`config.mk`:
```
export PLATFORM = sky130hd
export DESIGN_NAME = iot601x_tape_reader
export DESIGN_NICKNAME = d
export VERILOG_FILES = /design/src/rtl/pdp8_pkg.sv /design/src/rtl/rdr_uart_rx.sv /design/src/rtl/iot601x_tape_reader.sv
export SDC_FILE = /design/constraint.sdc
export NUM_CORES = 1
export LEC_CHECK = 0
export ABC_AREA = 1
export BUFFER_PORTS_ARGS = -buffer_cell sky130_fd_sc_hd__buf_2
export CAP_MARGIN = 25
export CORE_ASPECT_RATIO = 1.4
export CORE_MARGIN = 2
export CORE_UTILIZATION = 50
export DETAILED_ROUTE_END_ITERATION = 10
export HOLD_SLACK_MARGIN = 0.15
export PLACE_DENSITY = 0.82
export SKIP_LAST_GASP = 1
export SYNTH_ARGS = -nofsm -noshare
export SYNTH_HDL_FRONTEND = slang
export SYNTH_SLANG_ARGS = --single-unit
```
`constraint.sdc`:
```
create_clock -name CLK -period 1.5 [get_ports CLK]
set_clock_uncertainty 0.1 [all_clocks]
set_input_delay 0.375 -clock CLK [delete_from_list [all_inputs] [get_ports CLK]]
set_output_delay 0.375 -clock CLK [all_outputs]
set_load 0.005 [all_outputs]
```
`src/rtl/pdp8_pkg.sv`:
```
// Shared PDP-8 peripheral definitions: reader FSM states, IOT function bit positions, device codes.
package pdp8_pkg;

  typedef enum logic [1:0] {
    IDLE  = 2'd0,
    START = 2'd1,
    DATA  = 2'd2,
    STOP  = 2'd3
  } rdr_state_t;

  localparam int IOT_SKIP  = 0;
  localparam int IOT_READ  = 1;
  localparam int IOT_FETCH = 2;

  localparam logic [5:0] DEV_RDR = 6'o01;

endpackage

```
`src/rtl/rdr_uart_rx.sv`:
```
// 8N1 serial receiver for the tape reader: input synchroniser, oversampled framing FSM and shift register.
module rdr_uart_rx
  import pdp8_pkg::*;
#(
  parameter int OVERSAMPLE  = 7,
  parameter int SAMPLE_PT   = 3,
  parameter int SYNC_STAGES = 2
) (
  input  logic       clk,
  input  logic       rst,
  input  logic       clear,
  input  logic       tick,
  input  logic       rx,
  output logic [7:0] data_byte,
  output logic       byte_valid,
  output logic       idle
);

  localparam int CW = $clog2(OVERSAMPLE);

  logic [SYNC_STAGES-1:0] sync_reg;
  rdr_state_t             state_reg;
  logic [CW-1:0]          cnt_reg;
  logic [2:0]             bit_reg;
  logic [7:0]             shift_reg;
  logic                   valid_reg;
  logic                   rx_s;

  assign rx_s       = sync_reg[SYNC_STAGES-1];
  assign data_byte  = shift_reg;
  assign byte_valid = valid_reg;
  assign idle       = (state_reg == IDLE);

  // Sync flops reset to the idle-high line level so reset never looks like a start bit.
  always_ff @(posedge clk or posedge rst) begin
    if (rst) begin
      sync_reg <= '1;
    end else if (clear) begin
      sync_reg <= '1;
    end else begin
      sync_reg <= {sync_reg[SYNC_STAGES-2:0], rx};
    end
  end

  always_ff @(posedge clk or posedge rst) begin
    if (rst) begin
      state_reg <= IDLE;
      cnt_reg   <= '0;
      bit_reg   <= '0;
      shift_reg <= '0;
      valid_reg <= 1'b0;
    end else if (clear) begin
      state_reg <= IDLE;
      cnt_reg   <= '0;
      bit_reg   <= '0;
      shift_reg <= '0;
      valid_reg <= 1'b0;
    end else begin
      valid_reg <= 1'b0;
      if (tick) begin
        case (state_reg)
          IDLE: begin
            if (!rx_s) begin
              state_reg <= START;
              cnt_reg   <= '0;
            end
          end
          START: begin
            if (cnt_reg == CW'(SAMPLE_PT - 1)) begin
              cnt_reg   <= '0;
              bit_reg   <= '0;
              state_reg <= rx_s ? IDLE : DATA;
            end else begin
              cnt_reg <= cnt_reg + 1'b1;
            end
          end
          DATA: begin
            if (cnt_reg == CW'(OVERSAMPLE - 1)) begin
              cnt_reg   <= '0;
              shift_reg <= {rx_s, shift_reg[7:1]};
              bit_reg   <= bit_reg + 1'b1;
              if (bit_reg == 3'd7) begin
                state_reg <= STOP;
              end
            end else begin
              cnt_reg <= cnt_reg + 1'b1;
            end
          end
          STOP: begin
            // A low stop bit is a framing error: the byte is silently discarded.
            if (cnt_reg == CW'(OVERSAMPLE - 1)) begin
              cnt_reg   <= '0;
              valid_reg <= rx_s;
              state_reg <= IDLE;
            end else begin
              cnt_reg <= cnt_reg + 1'b1;
            end
          end
          default: state_reg <= IDLE;
        endcase
      end
    end
  end

endmodule

```
`src/rtl/iot601x_tape_reader.sv`:
```
// High-speed paper-tape reader, IOT device 01: buffer/flag/enable state and IOT phase decode.
// Optional macro RDR_FLOWCTL_EN: rts flow control and overrun drop of unrequested frames.
module iot601x_tape_reader
  import pdp8_pkg::*;
#(
  parameter int OVERSAMPLE  = 7,
  parameter int SAMPLE_PT   = 3,
  parameter int SYNC_STAGES = 2
) (
  input  logic        CLK,
  input  logic        RESET,
  input  logic        clear,
  input  logic        baudX7,
  input  logic        rxRdr,
  input  logic        EN,
  input  logic [2:0]  IR,
  input  logic [5:0]  ck,
  input  logic [5:0]  stb,
  output logic        done,
  output logic        pc_ck,
  output logic        rot2ac,
  output logic        ac_ck,
  output logic [11:0] ACRDR,
  output logic        irq,
  output logic        rts
);

  logic [7:0] buffer_reg;
  logic       flag_reg;
  logic       ie_reg;
  logic       armed_reg;
  logic [7:0] rx_byte;
  logic       rx_valid;
  logic       rx_idle;
  logic       load;
  logic       iot_rpe;
  logic       read_phase;
  logic       rrb_clr;
  logic       rfc;
  logic       unused_phases;

  rdr_uart_rx #(
    .OVERSAMPLE  (OVERSAMPLE),
    .SAMPLE_PT   (SAMPLE_PT),
    .SYNC_STAGES (SYNC_STAGES)
  ) u_rx (
    .clk        (CLK),
    .rst        (RESET),
    .clear      (clear),
    .tick       (baudX7),
    .rx         (rxRdr),
    .data_byte  (rx_byte),
    .byte_valid (rx_valid),
    .idle       (rx_idle)
  );

  assign iot_rpe    = EN & (IR == 3'b000) & stb[0];
  assign read_phase = EN & IR[IOT_READ] & ck[1];
  assign rrb_clr    = EN & IR[IOT_READ] & stb[1];
  assign rfc        = EN & IR[IOT_FETCH] & stb[2];

  assign pc_ck  = EN & IR[IOT_SKIP] & stb[0] & flag_reg;
  assign rot2ac = read_phase;
  assign ac_ck  = rrb_clr;
  assign ACRDR  = read_phase ? {4'b0000, buffer_reg} : 12'o0000;
  assign done   = EN & stb[3];
  assign irq    = flag_reg & ie_reg;

  assign unused_phases = ^{ck[5:2], ck[0], stb[5:4]};

`ifdef RDR_FLOWCTL_EN
  assign load = rx_valid & armed_reg;
  assign rts  = armed_reg & rx_idle;
`else
  logic unused_flow;
  assign load        = rx_valid;
  assign rts         = 1'b1;
  assign unused_flow = armed_reg ^ rx_idle;
`endif

  // Load is applied last so a byte arriving with an RRB/RFC clear leaves the flag set.
  always_ff @(posedge CLK or posedge RESET) begin
    if (RESET) begin
      buffer_reg <= 8'h00;
      flag_reg   <= 1'b0;
      ie_reg     <= 1'b1;
      armed_reg  <= 1'b1;
    end else if (clear) begin
      buffer_reg <= 8'h00;
      flag_reg   <= 1'b0;
      ie_reg     <= 1'b1;
      armed_reg  <= 1'b1;
    end else begin
      if (iot_rpe) begin
        ie_reg <= 1'b1;
      end
      if (rrb_clr || rfc) begin
        flag_reg <= 1'b0;
      end
      if (rfc) begin
        armed_reg <= 1'b1;
      end
      if (load) begin
        buffer_reg <= rx_byte;
        flag_reg   <= 1'b1;
        armed_reg  <= 1'b0;
      end
    end
  end

endmodule

```
# == Word-level counts from Yosys, hierarchy flattened ==
# Index checks and enable logic that the tools add are counted.
# totals
latchBits,0
ff_bits,29
memories,0
in_bits,21
rom_bits,0
ram_bits,0
# op_classes
n_mul,0
magnitude_cmp,0
n_bitwise,12
muxes,37
reduce_logical,15
n_shift,0
eq_ne,11
n_addsub,2
n_div,0
# ops
op,count
$mux W8,7
$mux W3,9
$mux W2,9
$and A1 B1 Y1,12
$ne A3 B2 Y1 const B,4
$reduce_bool A2 Y1,5
$mux W1,9
$pmux W3 S3,1
$pmux W2 S4,1
$add A3 B1 Y3 const B,2
$eq A3 B3 Y1 const B,2
$pmux W3 S2,1
$reduce_and A6 Y1,1
$reduce_bool A3 Y1,2
$eq A2 B2 Y1 const B,2
$reduce_and A4 Y1,1
$eq A3 B2 Y1 const B,1
$logic_not A3 Y1,1
$ne A3 B3 Y1 const B,1
$reduce_and A3 Y1,1
$eq A2 B1 Y1 const B,1
$logic_not A2 Y1,1
$reduce_and A2 Y1,1
$reduce_or A2 Y1,1
$logic_or A1 B1 Y1,1

# == Depth between registers and ports, before layout ==
# Gate-level depths: netlist of the first run.
# logic_depth
ltp_word,6
mapped_depth,10
ltp_nobuf,9

# == By module ==
# From an unflattened synthesis of the first run, not the netlist that was laid out.
# unflattened
cells_unflattened,205
area_unflattened_um2,1551.5
# by_module_without_submodules
module,area_each_um2,cells_each,n_inst
rdr_uart_rx,1031.0,131,1
iot601x_tape_reader,520.5,74,1

# == Least setup slack after synthesis of the first run ==
# No wires, ideal clock.
# synth_path
path_type,register to register
start,reg u_rx.cnt_reg[0]
end,reg u_rx.shift_reg[3] (netlist: u_rx.data_byte[3])
arrival_time_ns,1.071
stages_incl_launch_ff,7
period_less_slack_ns,1.292
path_slack_ns,0.208
required_time_ns,1.279
path_cell_list,dfrtp_1 -> inv_1 -> nand3_2 -> nor3_4 -> nor2_1 -> nand2_1 -> o21ai_1
# synth_via
elab_chain_cells,3
# synth_rtl
element,line,rtl
start: declaration,rdr_uart_rx.sv:23,logic [CW-1:0] cnt_reg;
start signal: assignment,rdr_uart_rx.sv:74,cnt_reg <= cnt_reg + 1'b1;
start signal: assignment,rdr_uart_rx.sv:86,cnt_reg <= cnt_reg + 1'b1;
start signal: assignment,rdr_uart_rx.sv:96,cnt_reg <= cnt_reg + 1'b1;
$eq A3 B3 Y1,rdr_uart_rx.sv:78,if (cnt_reg == CW'(OVERSAMPLE - 1)) begin
$reduce_bool A2 Y1 (no line),--,
$reduce_and A3 Y1 (no line),--,
end signal: assignment,rdr_uart_rx.sv:80,"shift_reg <= {rx_s, shift_reg[7:1]};"
end: declaration,rdr_uart_rx.sv:25,logic [7:0] shift_reg;
# Every way passes these cells.
# A chain may end at the register's enable or synchronous reset.

# == Worst setup path in the final report of the first run ==
# layout_path
start,reg u_rx.cnt_reg[0]
end,reg u_rx.shift_reg[7] (netlist: u_rx.data_byte[7])
# Same word-level chain as after synthesis.

==> results of run 1 <==
[power by group]
group	switching, uW	leakage (uW)	total (uW)	internal, uW
Clock	224	0.0000357	581	357
Sequential	68.9	0.000378	883	814
Combinational	330	0.000556	543	213
[synth_stat cells]
cell type  number  area, um^2
nor2_1         25        93.8
conb_1          2        7.51
a21oi_2         1        8.76
inv_2           2        7.51
inv_1          33         124
nor3_1          2        10.0
or2_2           2        12.5
buf_2           1        5.00
o21ai_0         9        45.0
ha_1            2        25.0
nand2_1        50         188
dfrtp_1        26         651
nand3_1        17        85.1
nor2_2          1        6.26
o21ai_1         5        25.0
buf_6           1        11.3
nand3_2         1        10.0
o22ai_1         5        31.3
nor3_4          1        16.3
dfstp_2         2        52.6
buf_4           6        45.0
nand2_2         2        12.5
nand2_4         1        11.3
a21oi_1         2        10.0
[how the worst min path moves through the flow]
stage / from / slack [ns] / end
2_1_floorplan: RESET / 0.34 / buffer_reg[0]$_DFFE_PP0P_
3_3_place_gp: RESET / 0.35 / u_rx.state_reg[0]$_DFFE_PP0P_
3_5_place_dp: RESET / 0.37 / u_rx.bit_reg[0]$_DFFE_PP0P_
4_1_cts: rxRdr / 0.18 / u_rx.sync_reg[0]$_DFF_PP1_
5_1_grt: rxRdr / 0.18 / u_rx.sync_reg[0]$_DFF_PP1_
6_report: rxRdr / 0.18 / u_rx.sync_reg[0]$_DFF_PP1_
[through the flow]
| step | worst slack (ns) | std cells |
|---|---|---|
| finish | 0.105 | 272 |
| global placement | 0.0711 | 265 |
| floorplan | 0.208 | 202 |
| global route | 0.00578 | 272 |
| detailed placement | 0.0102 | 265 |
| CTS | 0.00486 | 270 |
[cell type report]
class | count | area, um^2
Multi-Input combinational cell | 131 | 642
Clock buffer | 3 | 41.3
Fill cell | 252 | 1040
Sequential cell | 28 | 706
Clock inverter | 1 | 30.0
Inverter | 35 | 131
Tap cell | 37 | 46.3
Timing Repair Buffer | 37 | 215
[layer usage]
layer / track usage, % / up-vias / share of wire (%)
met4: 8.33 / 0 / 1.9
met1: 21.4 / 567 / 44
met2: 35.0 / 24 / 51
met3: 1.29 / 5 / 3.1
li1: - / 676 / -
met5: 0 / - / 0
[timing repair]
item	in CTS	in global routing
buffers inserted	0	2
endpoints found under the hold margin	26	0
hold buffers	1	0
setup endpoints to repair	0	20
gates resized for setup	0	12
[cells by family after synthesis]
family,after synthesis,share of synthesized area (%)
other,2,0.503
buffers and inverters,43,12.9
AOI/OAI and AO/OA,22,8.04
and+or+nand+nor,102,29.8
adders and majority gates,2,1.67
DFF,28,47.1
[layout by cell type (no fill, tap or decap)]
master,netlist,routed
nor2_2,1,4
o22ai_1,5,5
buf_4,6,10
inv_1,33,32
nor3_1,2,2
clkbuf_8,0,3
dfstp_2,2,2
nand3_1,17,16
dfrtp_1,26,24
nand3_2,1,1
dlygate4sd3_1,0,1
a21oi_1,2,2
o21ai_0,9,9
nand3_4,0,1
nor2_4,0,1
dfrtp_2,0,2
conb_1,2,5
or2_2,2,2
o21ai_1,5,5
bufinv_16,0,1
inv_2,2,3
nor2_1,25,21
nor3_4,1,1
nand2_2,2,4
a21oi_2,1,1
ha_1,2,2
buf_2,1,26
nand2_4,1,1
nand2_1,50,48
[worst max-delay path: stages (launching register included)]
cell	delay, ns
dfrtp_1	0.40
inv_2	0.09
nand3_4	0.12
nor3_4	0.31
inv_1	0.09
nand2_1	0.08
o21ai_0	0.08
==> impl_metrics.ini, run 1 <==
[status]
outcome = finished clean

[sta]
setup_violations = 0
fmax_ghz = 0.717
timing.final.hold_violations = 0
post-route-period-util_pct = 93.0
hold_slack_ns = 0.182
tns_ns = 0
period_minus_slack_ns = 1.40
rsz0062_at_grt = false
drv_slew = 0

[logic_synthesis]
synth_cell_types = 24
syn_inst = 199
yosys_warnings = 0
mappedNetlistArea_mm2 = 0.00149
synth_area_per_cell_um2 = 7.51
synth_seq_cells = 28
synth.yosys.seq_area_share_pct = 47.1

[critical_path]
r2r_setup_slack_ns = 0.10
path_max_fanout = 6
cp-endpoint = u_rx.data_byte[7]$_DFFE_PP0P_
critPathLaunch = u_rx.cnt_reg[0]$_DFFE_PP0P_
critical_path_required_ns = 1.55
r2r_end = u_rx.data_byte[7]$_DFFE_PP0P_
worstSetupPathType = reg2reg
reg2reg_from = u_rx.cnt_reg[0]$_DFFE_PP0P_
cp-start-kind = flop
end_kind = flop
reg2reg_depth = 6
arrival_ns = 1.45

[grt]
grt_pass1_vias = 1177
antenna_found_initial = 0
globalRouteTotalUtil_pct = 18.5
grt_pass1_wl_um = 4840
grt_overflow = 0
grt_max_degree = 29

[cells_and_area]
final_nets = 259
final_area_mm2 = 0.00181
num_antenna_cells = 0
syn_to_final_growth_pct = 21.3
final_util_pct = 63.6
drive_above_1_share_pct = 26.8

[floorplan]
die_h_um = 68.7
num_io_pins = 39
die_w_um = 50.2
start_util_pct = 52.4
num_rows = 23
core_mm2 = 0.00285
dieArea_mm2 = 0.00345

[pwr]
p_total_uw = 2010
peakVddDrop_mv = 0.748
cellLeakagePower_uw = 0.000970
powerDensity_mw_per_mm2 = 1110

[drt]
drt_iter0_markers = 30
first_pass_iters = 4
drc_errors = 0
avgRoutedWirePerCell_um = 10.2
drt_wl_total_um = 2780
num_vias = 1272
via_per_inst = 4.68
drtAntennaViolNets = 0

[clock_network]
cts_root_buffer = clkbuf_8
cts_buffer_depth = 2
clock_latency_ns = 0.27
clock_sinks = 28
htree_num_levels = 1
cts-buffers-inserted = 3
cts_tree = yes
clk_pin_slew_ns = 0.09

[hold_path]
holdPathStages = 2
min_path_type = in2reg

[flow_run]
maxCapViolations = 0

[place]
gp_congestion = 0.855
dpl.hpwl_um = 2090
dpl_cell_area_mm2 = 0.00168
io_buffers = 26
(Power assumes the default switching activity.)
==> inputs of run 2 (changes only) <==
--- a/config.mk
+++ b/config.mk
@@ -10,10 +10,10 @@
 export CAP_MARGIN = 25
 export CORE_ASPECT_RATIO = 1.4
 export CORE_MARGIN = 2
-export CORE_UTILIZATION = 50
+export CORE_UTILIZATION = 52
 export DETAILED_ROUTE_END_ITERATION = 10
 export HOLD_SLACK_MARGIN = 0.15
-export PLACE_DENSITY = 0.82
+export PLACE_DENSITY = 0.85
 export SKIP_LAST_GASP = 1
 export SYNTH_ARGS = -nofsm -noshare
 export SYNTH_HDL_FRONTEND = slang
==> run 2 against run 1 <==
Flip-flop and latch count is the same. Global-route usage grew 1.6 points. Wire length grew 9.7%. Power shrank 8.4%. Worst setup slack lost 0.0088 ns.
==> impl_metrics.ini, run 2 (synthesis gave the netlist of run 1 again) <==
[cells_and_area]
final_nets = 260
fillers = 253
layout_common_cells = nand2_1, inv_1, buf_2
syn_to_final_growth_pct = 19.7
final_util_pct = 64.1
drive_above_1_share_pct = 27.5
final_common_cell = nand2_1
num_antenna_cells = 0

[floorplan]
die_w_um = 49.3
num_io_pins = 39
core_mm2 = 0.00279
num_rows = 23
dieArea_mm2 = 0.00332
start_util_pct = 53.5
die_h_um = 67.4

[hold_path]
holdPathStages = 2
min_path_type = in2reg
hold_end = u_rx.sync_reg[0]$_DFF_PP1_
hold_start = rxRdr

[drt]
drt_wl_total_um = 3050
top_layer_used = met4
avgRoutedWirePerCell_um = 11.2
first_pass_iters = 4
dr_wl_met2_um = 1500
num_vias = 1335
drc_errors = 0
wl_met3_um = 162
via_per_inst = 4.89
drt_iter0_markers = 36
drtAntennaViolNets = 0
drt-met1-wl_um = 1260

[sta]
fmax_ghz = 0.712
timing.final.hold_violations = 0
rsz0062_at_grt = true
setup_violations = 0
drv_slew = 0
hold_slack_ns = 0.187
post-route-period-util_pct = 93.6
period_minus_slack_ns = 1.40

[clock_network]
clock_sinks = 28
htree_num_levels = 1
cts-buffers-inserted = 3
cts_buffer_depth = 2
clk_pin_slew_ns = 0.09
clock_latency_ns = 0.28
cts_root_buffer = clkbuf_8
cts_tree = yes

[critical_path]
r2r_end = u_rx.bit_reg[0]$_DFFE_PP0P_
cp-start-kind = flop
arrival_ns = 1.47
critical_path_required_ns = 1.57
reg2reg_depth = 8
worstSetupPathType = reg2reg
r2r_setup_slack_ns = 0.1
end_kind = flop
path_max_fanout = 5
reg2reg_from = u_rx.state_reg[1]$_DFFE_PP0P_

[pwr]
p_total_uw = 1840
cellLeakagePower_uw = 0.000960
peakVddDrop_mv = 0.897
powerDensity_mw_per_mm2 = 1030

[grt]
globalRouteTotalUtil_pct = 20.2
grt_max_degree = 29
grt_pass1_wl_um = 5050
antenna_found_initial = 0
grt_overflow = 0
grt_pass1_vias = 1239

[place]
dpl.hpwl_um = 2160
gp_congestion = 0.793
io_buffers = 26

[status]
outcome = finished clean

[flow_run]
maxCapViolations = 0
run 2: worst max-delay path: stages (launching register included):
cell	delay, ns
dfrtp_2	0.47
inv_1	0.09
nand2_1	0.09
nand3_1	0.10
nand2_1	0.06
nor2_2	0.20
inv_2	0.07
nand2_1	0.07
nand2_1	0.05
run 2: worst max-delay path by stage:
| stage | from | end | slack (ns) | cells past startpoint |
|---|---|---|---|---|
| floorplan | u_rx.cnt_reg[0]$_DFFE_PP0P_ | u_rx.data_byte[3]$_DFFE_PP0P_ | 0.21 | 6 |
| global placement | EN | ACRDR[2] | 0.05 | 4 |
| detailed placement | clear | u_rx.bit_reg[0]$_DFFE_PP0P_ | 0.02 | 8 |
| CTS | u_rx.cnt_reg[0]$_DFFE_PP0P_ | u_rx.data_byte[3]$_DFFE_PP0P_ | 0.03 | 6 |
| global route | u_rx.sync_reg[1]$_DFF_PP1_ | u_rx.cnt_reg[1]$_DFFE_PP0P_ | -0.01 | 9 |
| finish | u_rx.state_reg[1]$_DFFE_PP0P_ | u_rx.bit_reg[0]$_DFFE_PP0P_ | 0.1 | 8 |
run 2: area by class of cell:
cell class | count | area [um^2] | share of cell area (%)
flip-flops and latches | 28 | 706 | 39.5
inverters | 35 | 131 | 7.35
well taps | 37 | 46.3 | 2.59
multi-input cells | 131 | 637 | 35.6
clock buffers | 4 | 45.0 | 2.52
repair buffers | 38 | 223 | 12.5
run 2: per-layer routing:
metal  track usage, %  vias to the layer above
met2             38.2                       46
met5                0                        -
met3             3.32                       11
met1             20.5                      605
li1                 -                      673
met4             12.9                        0
run 2: through the flow:
step,setup slack [ns],instance area (um^2),std cells,TNS [ns]
CTS,0.0273,1740,270,0
floorplan,0.208,1510,202,0
global placement,0.0513,1680,265,0
global route,-0.0137,1790,273,-0.0137
finish,0.0960,1790,273,0
detailed placement,0.0212,1680,265,0
run 2: repair_timing:
item                                    4_1_cts  5_1_grt
buffers inserted                              0        3
endpoints found under the setup margin        0       22
gates resized for setup                       0       14
hold endpoints to repair                     26        0
hold buffers                                  1        0
run 2: where the power goes:
part | switching [uW] | leakage (uW) | internal (uW) | total [uW]
combinational | 333 | 0.000560 | 207 | 540
sequential | 74.2 | 0.000378 | 814 | 889
clock | 219 | 0.0000228 | 191 | 410
